--- config.mk ---
export PLATFORM = sky130hd
export DESIGN_NAME = timer_scheduler
export DESIGN_NICKNAME = d
export VERILOG_FILES = /design/src/rtl/timer_sched_pkg.sv /design/src/rtl/timer_scheduler_rr_arbiter.sv /design/src/rtl/timer_scheduler.sv
export SDC_FILE = /design/constraint.sdc
export NUM_CORES = 1
export LEC_CHECK = 0
export BUFFER_PORTS_ARGS = -buffer_cell sky130_fd_sc_hd__clkbuf_2
export CORE_MARGIN = 3
export CORE_UTILIZATION = 25
export CTS_CLUSTER_SIZE = 14
export DETAILED_ROUTE_END_ITERATION = 10
export GPL_ROUTABILITY_DRIVEN = 0
export SYNTH_ARGS = -nofsm -noshare
export SYNTH_HDL_FRONTEND = slang
export SYNTH_SLANG_ARGS = --single-unit
--- constraint.sdc ---
create_clock -name clock_in -period 3 [get_ports clock_in]
set_clock_uncertainty 0.2 [all_clocks]
set_input_delay 0.6 -clock clock_in [delete_from_list [all_inputs] [get_ports clock_in]]
set_output_delay 0.6 -clock clock_in [all_outputs]
set_load 0.02 [all_outputs]
--- src/rtl/timer_sched_pkg.sv ---
// Shared constants and types for the timer scheduler.
// The default prescaler divide gives a 10 ms base tick from a 50 MHz clock.
package timer_sched_pkg;

    localparam int CLK_HZ        = 50_000_000;
    localparam int TICK_DIV_10MS = CLK_HZ / 100;

    // Default channel count and the matching event-id width.
    localparam int DEF_NUM_CH = 4;
    localparam int DEF_CH_W   = $clog2(DEF_NUM_CH);

    // Event record as seen by software in the default four-channel build.
    typedef struct packed {
        logic [DEF_CH_W-1:0] id;
    } evt_t;

endpackage

--- src/rtl/timer_scheduler_rr_arbiter.sv ---
// Round-robin arbiter: grants the first requester at or after ptr_i, wrapping
// modulo NUM_CH. Purely combinational so it can be shared by other blocks.
module rr_arbiter
    import timer_sched_pkg::*;
#(
    parameter int NUM_CH = DEF_NUM_CH,
    parameter int CH_W   = $clog2(NUM_CH)
) (
    input  logic [NUM_CH-1:0] req_i,
    input  logic [CH_W-1:0]   ptr_i,
    output logic [NUM_CH-1:0] grant_o,
    output logic              valid_o
);

    logic [CH_W-1:0] idx;
    logic            found;

    // Scan from the pointer upwards and take the first active request.
    always_comb begin
        grant_o = '0;
        found   = 1'b0;
        idx     = '0;
        for (int i = 0; i < NUM_CH; i++) begin
            idx = CH_W'((int'(ptr_i) + i) % NUM_CH);
            if (!found && req_i[idx]) begin
                grant_o[idx] = 1'b1;
                found        = 1'b1;
            end
        end
        valid_o = found;
    end

endmodule

--- src/rtl/timer_scheduler.sv ---
// Multi-channel timeout scheduler on one shared base tick.
// A prescaler produces tick_out every TICK_DIV clocks; each channel counts
// ticks down and expiries are serialised onto one valid/ready event port
// through a round-robin arbiter. Define TIMER_SCHED_PERIODIC_EN to add the
// arm_periodic input and per-channel reload registers for auto-rearming.
module timer_scheduler
    import timer_sched_pkg::*;
#(
    parameter int NUM_CH   = DEF_NUM_CH,
    parameter int CNT_W    = 16,
    parameter int TICK_DIV = TICK_DIV_10MS
) (
    input  logic                       clock_in,
    input  logic                       reset_n,
    input  logic                       enable,
    output logic                       tick_out,
    input  logic                       arm_valid,
    output logic                       arm_ready,
    input  logic [$clog2(NUM_CH)-1:0]  arm_ch,
    input  logic [CNT_W-1:0]           arm_ticks,
`ifdef TIMER_SCHED_PERIODIC_EN
    input  logic                       arm_periodic,
`endif
    output logic [NUM_CH-1:0]          active,
    output logic                       evt_valid,
    input  logic                       evt_ready,
    output logic [$clog2(NUM_CH)-1:0]  evt_id,
    output logic [NUM_CH-1:0]          ovf,
    input  logic [NUM_CH-1:0]          ovf_clr
);

    localparam int CH_W = $clog2(NUM_CH);
    localparam int PS_W = $clog2(TICK_DIV);

    // Event register contents for this channel count.
    typedef struct packed {
        logic            valid;
        logic [CH_W-1:0] id;
    } evtSlot_t;

    logic [PS_W-1:0]   presc_q, presc_d;
    logic              tick_q, tick_d;

    logic [CNT_W-1:0]  remain_q [NUM_CH];
    logic [CNT_W-1:0]  remain_d [NUM_CH];
    logic [NUM_CH-1:0] active_q, active_d;
    logic [NUM_CH-1:0] pending_q, pending_d;
    logic [NUM_CH-1:0] ovf_q, ovf_d;
    logic [NUM_CH-1:0] armHit, expire, cancel;
`ifdef TIMER_SCHED_PERIODIC_EN
    logic [CNT_W-1:0]  reload_q [NUM_CH];
    logic [CNT_W-1:0]  reload_d [NUM_CH];
    logic [NUM_CH-1:0] periodic_q, periodic_d;
`endif

    evtSlot_t          evt_q, evt_d;
    logic [CH_W-1:0]   ptr_q, ptr_d;

    logic              armFire, armCancel, portFree, grantValid;
    logic [NUM_CH-1:0] req, grant, grantEff;
    logic [CH_W-1:0]   grantId;

    // A running channel must be cancelled before it can be given a new count.
    assign armCancel = (arm_ticks == '0);
    assign arm_ready = ~active_q[arm_ch] | armCancel;
    assign armFire   = arm_valid & arm_ready;

    // Prescaler: free-runs while enabled and flags the wrap one cycle later.
    always_comb begin
        presc_d = presc_q;
        tick_d  = 1'b0;
        if (enable) begin
            if (presc_q == PS_W'(TICK_DIV - 1)) begin
                presc_d = '0;
                tick_d  = 1'b1;
            end else begin
                presc_d = presc_q + PS_W'(1);
            end
        end
    end

    // Per-channel countdown: an accepted arm/cancel overrides that channel's tick.
    always_comb begin
        active_d = active_q;
        armHit   = '0;
        expire   = '0;
        cancel   = '0;
`ifdef TIMER_SCHED_PERIODIC_EN
        periodic_d = periodic_q;
`endif
        for (int k = 0; k < NUM_CH; k++) begin
            remain_d[k] = remain_q[k];
`ifdef TIMER_SCHED_PERIODIC_EN
            reload_d[k] = reload_q[k];
`endif
            armHit[k] = armFire && (arm_ch == CH_W'(k));
            if (armHit[k]) begin
                if (armCancel) begin
                    remain_d[k] = '0;
                    active_d[k] = 1'b0;
                    cancel[k]   = 1'b1;
`ifdef TIMER_SCHED_PERIODIC_EN
                    periodic_d[k] = 1'b0;
`endif
                end else begin
                    remain_d[k] = arm_ticks;
                    active_d[k] = 1'b1;
`ifdef TIMER_SCHED_PERIODIC_EN
                    periodic_d[k] = arm_periodic;
                    reload_d[k]   = arm_ticks;
`endif
                end
            end else if (tick_q && active_q[k]) begin
                if (remain_q[k] == CNT_W'(1)) begin
                    expire[k] = 1'b1;
`ifdef TIMER_SCHED_PERIODIC_EN
                    if (periodic_q[k]) begin
                        remain_d[k] = reload_q[k];
                    end else begin
                        remain_d[k] = '0;
                        active_d[k] = 1'b0;
                    end
`else
                    remain_d[k] = '0;
                    active_d[k] = 1'b0;
`endif
                end else begin
                    remain_d[k] = remain_q[k] - CNT_W'(1);
                end
            end
        end
    end

    // Fresh expiries bypass the pending register so a free port reports them next cycle.
    assign req = (pending_q | expire) & ~cancel;

    rr_arbiter #(
        .NUM_CH (NUM_CH),
        .CH_W   (CH_W)
    ) u_arb (
        .req_i   (req),
        .ptr_i   (ptr_q),
        .grant_o (grant),
        .valid_o (grantValid)
    );

    // Event port, pending and overrun bookkeeping.
    always_comb begin
        portFree = ~evt_q.valid | evt_ready;
        grantEff = portFree ? grant : '0;
        grantId  = '0;
        for (int k = 0; k < NUM_CH; k++) begin
            if (grant[k]) begin
                grantId = CH_W'(k);
            end
        end

        for (int k = 0; k < NUM_CH; k++) begin
            if (cancel[k]) begin
                pending_d[k] = 1'b0;
            end else if (grantEff[k]) begin
                pending_d[k] = pending_q[k] & expire[k];
            end else begin
                pending_d[k] = pending_q[k] | expire[k];
            end
        end

        ovf_d = (ovf_q & ~ovf_clr) | (expire & pending_q & ~grantEff);

        evt_d = evt_q;
        ptr_d = ptr_q;
        if (portFree) begin
            evt_d.valid = grantValid;
            if (grantValid) begin
                evt_d.id = grantId;
                ptr_d    = (grantId == CH_W'(NUM_CH - 1)) ? '0 : grantId + CH_W'(1);
            end
        end
    end

    // State registers.
    always_ff @(posedge clock_in or negedge reset_n) begin
        if (!reset_n) begin
            presc_q   <= '0;
            tick_q    <= 1'b0;
            active_q  <= '0;
            pending_q <= '0;
            ovf_q     <= '0;
            evt_q     <= '0;
            ptr_q     <= '0;
            for (int k = 0; k < NUM_CH; k++) begin
                remain_q[k] <= '0;
            end
        end else begin
            presc_q   <= presc_d;
            tick_q    <= tick_d;
            active_q  <= active_d;
            pending_q <= pending_d;
            ovf_q     <= ovf_d;
            evt_q     <= evt_d;
            ptr_q     <= ptr_d;
            for (int k = 0; k < NUM_CH; k++) begin
                remain_q[k] <= remain_d[k];
            end
        end
    end

`ifdef TIMER_SCHED_PERIODIC_EN
    // Reload values and periodic flags for auto-rearming channels.
    always_ff @(posedge clock_in or negedge reset_n) begin
        if (!reset_n) begin
            periodic_q <= '0;
            for (int k = 0; k < NUM_CH; k++) begin
                reload_q[k] <= '0;
            end
        end else begin
            periodic_q <= periodic_d;
            for (int k = 0; k < NUM_CH; k++) begin
                reload_q[k] <= reload_d[k];
            end
        end
    end
`endif

    assign tick_out  = tick_q;
    assign active    = active_q;
    assign ovf       = ovf_q;
    assign evt_valid = evt_q.valid;
    assign evt_id    = evt_q.id;

endmodule

* Yosys cells after proc, flatten, opt, wreduce, memory -nomap -nowiden
Cells that the tools add are included.
Cells by class: $add $sub $neg 9, $lt $le $gt $ge 9, equal/unequal tests 9, mux-type cells 85, bitwise gates (word level) 25, reductions and logical operators 33
Operator list (number):
- $mux 16 | 13
- $eq 16x1->1 const B | 4
- $sub 16x1->16 const B | 4
- $mux 1 | 54
- $mux 4 | 5
- $or 4x4->4 | 5
- $add 19x1->19 const B | 1
- $eq 19x19->1 const B | 1
- $mux 19 | 1
- $and 4x4->4 | 4
- $logic_not 16->1 | 1
- $reduce_bool 2->1 | 8
- $logic_and 1x1->1 | 15
- $lt 2x3->1 const B | 5
- $not 4->4 | 3
- $bmux 1 s2 | 5
- $reduce_and 2->1 | 5
- $demux 1 s2 | 4
- $ge 2x1->1 const B | 4
- $eq 2x2->1 const B | 3
- $mux 2 | 3
- $or 1x1->1 | 6
- $and 1x1->1 | 5
- $add 2x1->2 const B | 2
- other kinds (5) | 9
Storage, ports and cells: flip-flop bits (word level) 101, input port bits 27, output and inout port bits 13, logic and storage cells 185

* Longest topological paths before layout
word-level depth 26, depth in mapped cells 12, mapped depth without buffers 11

* Modules after synthesis
A second synthesis with hierarchy kept.
Unflattened totals: cells, all modules 750, area total of the unflattened synthesis 6351.1 um2
By module, submodules not included:
- timer_scheduler | times used 1, cells each 688, area each 5856.9 um2, sequential area each 2527.4 um2
- rr_arbiter | times used 1, cells each 62, area each 494.2 um2, sequential area each 0.0 um2

* Worst setup path after synthesis
Ideal clock, no wire load.
path kind in2reg, start input arm_ticks[3], end register remain_q[51] in the netlist's numbering, library setup time 0.164 ns, arrival 3.124 ns, data required time 2.636 ns, setup slack -0.488 ns, stages on the path 10, buffers on the path 2, cells stage by stage or4_1 -> o21ai_0 -> nand2_1 -> or3_1 -> clkbuf_1 -> nand2_1 -> clkbuf_1 -> nor2_1 -> o21ai_0 -> o311ai_0
On the way: longest elaborated chain between the ends 5, elaborated cells on any way between the ends 7, those cells by class mux: 2; bitwise: 2; reduce/logical: 3
RTL lines:
- start: declaration | RTL line timer_scheduler.sv:20 | input logic [CNT_W-1:0] arm_ticks,
- $logic_not 16->1 * | RTL line timer_scheduler.sv:64 | assign armCancel = (arm_ticks == '0);
- $or 1x1->1 * | RTL line timer_scheduler.sv:65 | assign arm_ready = ~active_q[arm_ch] | armCancel;
- net arm_ready | RTL line timer_scheduler.sv:18 | output logic arm_ready,
- $and 1x1->1 * | RTL line timer_scheduler.sv:66 | assign armFire = arm_valid & arm_ready;
- $logic_and 1x1->1 * | RTL line timer_scheduler.sv:96 | armHit[k] = armFire && (arm_ch == CH_W'(k));
- $mux 16 or $reduce_bool 2->1 (tied branches)
- end signal: indexed assignment | RTL line timer_scheduler.sv:203 | remain_q[k] <= remain_d[k];
- end: declaration | RTL line timer_scheduler.sv:44 | logic [CNT_W-1:0] remain_q [NUM_CH];
The timed path passes the listed nets; every way through them passes the cells marked *. A chain may end at the register's enable or synchronous reset.

* Worst setup path in the final report
start register remain_q[39] in the netlist's numbering, end register evt_q, in the netlist evt_id[0]
On the way: longest elaborated chain between the ends 21, elaborated cells on any way between the ends 35, those cells by class eq/ne: 1; mux: 22; bitwise: 5; reduce/logical: 7
RTL lines:
- $eq 16x1->1 * | RTL line timer_scheduler.sv:114 | if (remain_q[k] == CNT_W'(1)) begin
- $mux 1 * | RTL line timer_scheduler.sv:114
- $mux 1 * | RTL line timer_scheduler.sv:113 | end else if (tick_q && active_q[k]) begin
- $mux 1 * | RTL line timer_scheduler.sv:97 | if (armHit[k]) begin
- $or 4x4->4 * | RTL line timer_scheduler.sv:135 | assign req = (pending_q | expire) & ~cancel;
- $and 4x4->4 * | RTL line timer_scheduler.sv:135
- $bmux 1 s2 | RTL line timer_scheduler_rr_arbiter.sv:25 | if (!found && req_i[idx]) begin
- $mux 1 (not written as such) | RTL line timer_scheduler_rr_arbiter.sv:25
- [... 4 more ...]
- $logic_not 1->1 | RTL line timer_scheduler_rr_arbiter.sv:25
- $logic_and 1x1->1 | RTL line timer_scheduler_rr_arbiter.sv:25
- $mux 1 | RTL line timer_scheduler_rr_arbiter.sv:25
- $logic_not 1->1 | RTL line timer_scheduler_rr_arbiter.sv:25
- $logic_and 1x1->1 | RTL line timer_scheduler_rr_arbiter.sv:25
- $mux 4 | RTL line timer_scheduler_rr_arbiter.sv:25
- $mux 1 | RTL line timer_scheduler.sv:153 | if (grant[k]) begin
- $mux 2 (2 in series) | RTL line timer_scheduler.sv:153
- end signal: assignment | RTL line timer_scheduler.sv:200 | evt_q <= evt_d;
- end: declaration | RTL line timer_scheduler.sv:56 | evtSlot_t evt_q, evt_d;
Every way passes the cells marked *; elsewhere a longest branch is shown, timed or not. The select of a mux whose other input is x is not followed.

==> impl_metrics.json <==
{
  "drc_errors": 0,
  "clk_path_buf_depth": 2,
  "grt_use_met1_pct": 21.28,
  "combPwrFrac_pct": 44.4,
  "swShare_pct": 38.18,
  "async_reset_ff_share_pct": 100.0,
  "synth_top_cell_by_area": "dfrtp_1",
  "final_max_slew_viol_count": 0,
  "synth.most_common_cell": "o21ai_0",
  "period_share_pct": 112.3,
  "ys_ff_latch": 101,
  "clock_power_share_pct": 19.1,
  "antenna_cells": 0,
  "drt_wl_total_um": 20280,
  "start_util_pct": 25.75,
  "first_global_vias": 6145,
  "grt_usage_pct": 15.35,
  "rsz0062_at_grt": "true",
  "synth_seq_area_share_pct": 39.78,
  "p_int_mw": 3.714,
  "globalRouteMet2Util_pct": 24.92,
  "ant_nets": 0,
  "grt_overflow_total": 0,
  "p_seq_share_pct": 36.5,
  "hp-class": "input pin to asynchronous set/reset pin",
  "grt_max_degree": 102,
  "dpl_cell_area_um2": 8016,
  "cap_violations": 0,
  "core_um2": 24680,
  "critPathMaxFanout": 4,
  "end_kind": "register",
  "port_buffers": 39,
  "holdWs_ns": 0.01602,
  "syn-num-nets": 824,
  "rr_startpoint": "remain_q[39]",
  "die_h_um": 165.4,
  "die_area_um2": 27360,
  "synth_area_per_cell_um2": 8.146,
  "startpoint_type": "register",
  "final_core_util_pct": 34.13,
  "drt-wirelength-per-cell_um": 15.87,
  "synthTopCellsByArea": "dfrtp_1, o21ai_0, nand2_1, nor2_1, a21oi_1",
  "fin_ws_ns": -0.3683,
  "p_per_area_nw_per_um2": 713.4,
  "p_sw_mw": 2.294,
  "crit_start": "remain_q[39]",
  "yosys.area.top_type_share_pct": 39.78,
  "cts_root_buf": "clkbuf_16",
  "ir_drop_mv": 0.3294,
  "drt-vias-per-instance": 5.020,
  "ios": 40,
  "worstRegToRegCells": 9,
  "nets": 993,
  "numCtsBuffers": 9,
  "synth_cell_type_count": 68,
  "firstDrtPassIters": 5,
  "cts_tree": "yes",
  "vias": 6416,
  "clock_latency_ns": 0.36,
  "final_area_um2": 8422,
  "grt_pass1_wl_um": 32930,
  "synth_commonest_cells": "o21ai_0, dfrtp_1, nand2_1",
  "nFillCells": 2592,
  "fin_crit_ns": 3.368,
  "critPathRequiredTime_ns": 3.08,
  "status": "finished, violations left",
  "worstMarginPinSlew_ns": 0.9135,
  "power_leakage_nw": 3.493,
  "max_freq_ghz": 0.2969,
  "htreeDepth": 3,
  "synth_edf_count": 0,
  "ys_warn_count": 0,
  "multi_input_area_um2": 3764,
  "row_count": 57,
  "netlist_instances": 780,
  "syn_to_final_growth_pct": 32.55,
  "crit_arrival_ns": 3.45,
  "dpl.hpwl_um": 14890,
  "synthFlopType": "dfrtp_1",
  "slew_headroom_pct": 38.87,
  "drt_iter0_drc": 530,
  "register_area_um2": 2527,
  "gr-max-usage-layer": "met2",
  "violations": "setup timing",
  "clkTransAtPathRegs_ns": 0.08,
  "gr-usage-met3_pct": 1.971,
  "cts_sinks": 101,
  "synthesis.area_um2": 6354,
  "setup_viol": 12,
  "antenna_found_initial": 0,
  "die_x_um": 165.4,
  "drive_gt1_share_pct": 26.00,
  "crit_type": "register to register",
  "hold_violations": 0,
  "setup-tns-final_ns": -3.194
}
-- path summary, 6_finish.rpt --
path                            slack [ns]      endpoint
worst max-delay path                 -0.37     evt_id[0]
worst min-delay path                  0.02    presc_q[1]
worst max register to register       -0.37     evt_id[0]
worst min register to register        0.30   presc_q[11]
max in group asynchronous             2.00  remain_q[39]
min in group clock_in                 0.22        ovf[0]
-- critical path, stage by stage, from the launching register on --
cell	delay, ns
dfrtp_1	0.38
or4_4	0.54
or4_4	0.46
o31ai_4	0.24
and4_1	0.23
or4_4	0.13
or4b_1	0.43
a31o_1	0.24
a211oi_2	0.28
o31a_1	0.18
-- metal layers --
metal / part of all wire, % / vias up
met5: 0 / -
met4: 2.0 / 0
met3: 4.2 / 31
met2: 47 / 137
met1: 46 / 3080
li1: - / 3168
-- stage by stage --
step	worst slack, ns	power (mW)	cells
finish	-0.3683	6.008	1278
CTS	-0.3554	6.000	1278
global route	-0.5030	6.498	1278
global placement	-0.5622	4.767	1258
floorplan	-0.3360	3.555	780
detailed placement	-0.6060	4.809	1258
-- logic make-up (layout without fill, tap and decap cells) --
| kind of cell | count (synthesis) | count (layout) | share of synthesized area (%) |
|---|---|---|---|
| AND/OR/NAND/NOR | 361 | 361 | 27.98 |
| AO/OA/AOI/OAI | 225 | 225 | 21.31 |
| flip-flops | 101 | 101 | 39.78 |
| buffers and inverters | 51 | 225 | 3.328 |
| adder cells (fa/ha/maj) | 18 | 18 | 3.525 |
| XOR/XNOR | 17 | 17 | 2.344 |
| multiplexers | 7 | 7 | 1.733 |
-- state kept, by name, indices dropped and copies added (netlist names) --
name	count
ovf	4
ptr_q	2
remain_q	64
pending_q	4
tick_out	1
active	4
presc_q	19
evt_id	2
evt_valid	1
-- area by class of cell --
cell class | count | share of cell area [%]
clock buffers | 9 | 2.674
clock inverters | 7 | 0.6685
inverters | 22 | 0.9805
multi-input cells | 628 | 44.69
flip-flops and latches | 101 | 30.01
well taps | 324 | 4.814
repair buffers | 187 | 16.16
-- power by group through the flow --
stage / Clock, mW / Sequential, mW / Combinational [mW]
6_report: 1.15 / 2.20 / 2.66
3_5_place_dp: 0 / 2.21 / 2.60
5_1_grt: 1.24 / 2.27 / 2.99
4_1_cts: 1.19 / 2.20 / 2.62
2_1_floorplan: 0 / 2.31 / 1.24
3_3_place_gp: 0 / 2.20 / 2.56
-- layout by cell type (no fill, tap or decap), types with 17 or more instances in the layout --
cell type	Yosys	final
ha_1	17	17
nor4_1	23	19
inv_1	22	22
nor3_1	27	26
nand3_1	19	18
nor2_1	97	96
nand2_1	101	98
o21ai_0	103	102
clkbuf_2	0	38
a21oi_1	51	50
buf_4	0	142
dfrtp_1	101	101
-- repair_timing --
action                                  in CTS  in global routing
gates cloned                                 0                  0
gates resized for setup                      7                 15
setup buffers                                4                  2
hold buffers                                 0                  0
pin swaps                                    4                  6
endpoints found under the setup margin      12                 13
Power figures use the tool's default switching activity.
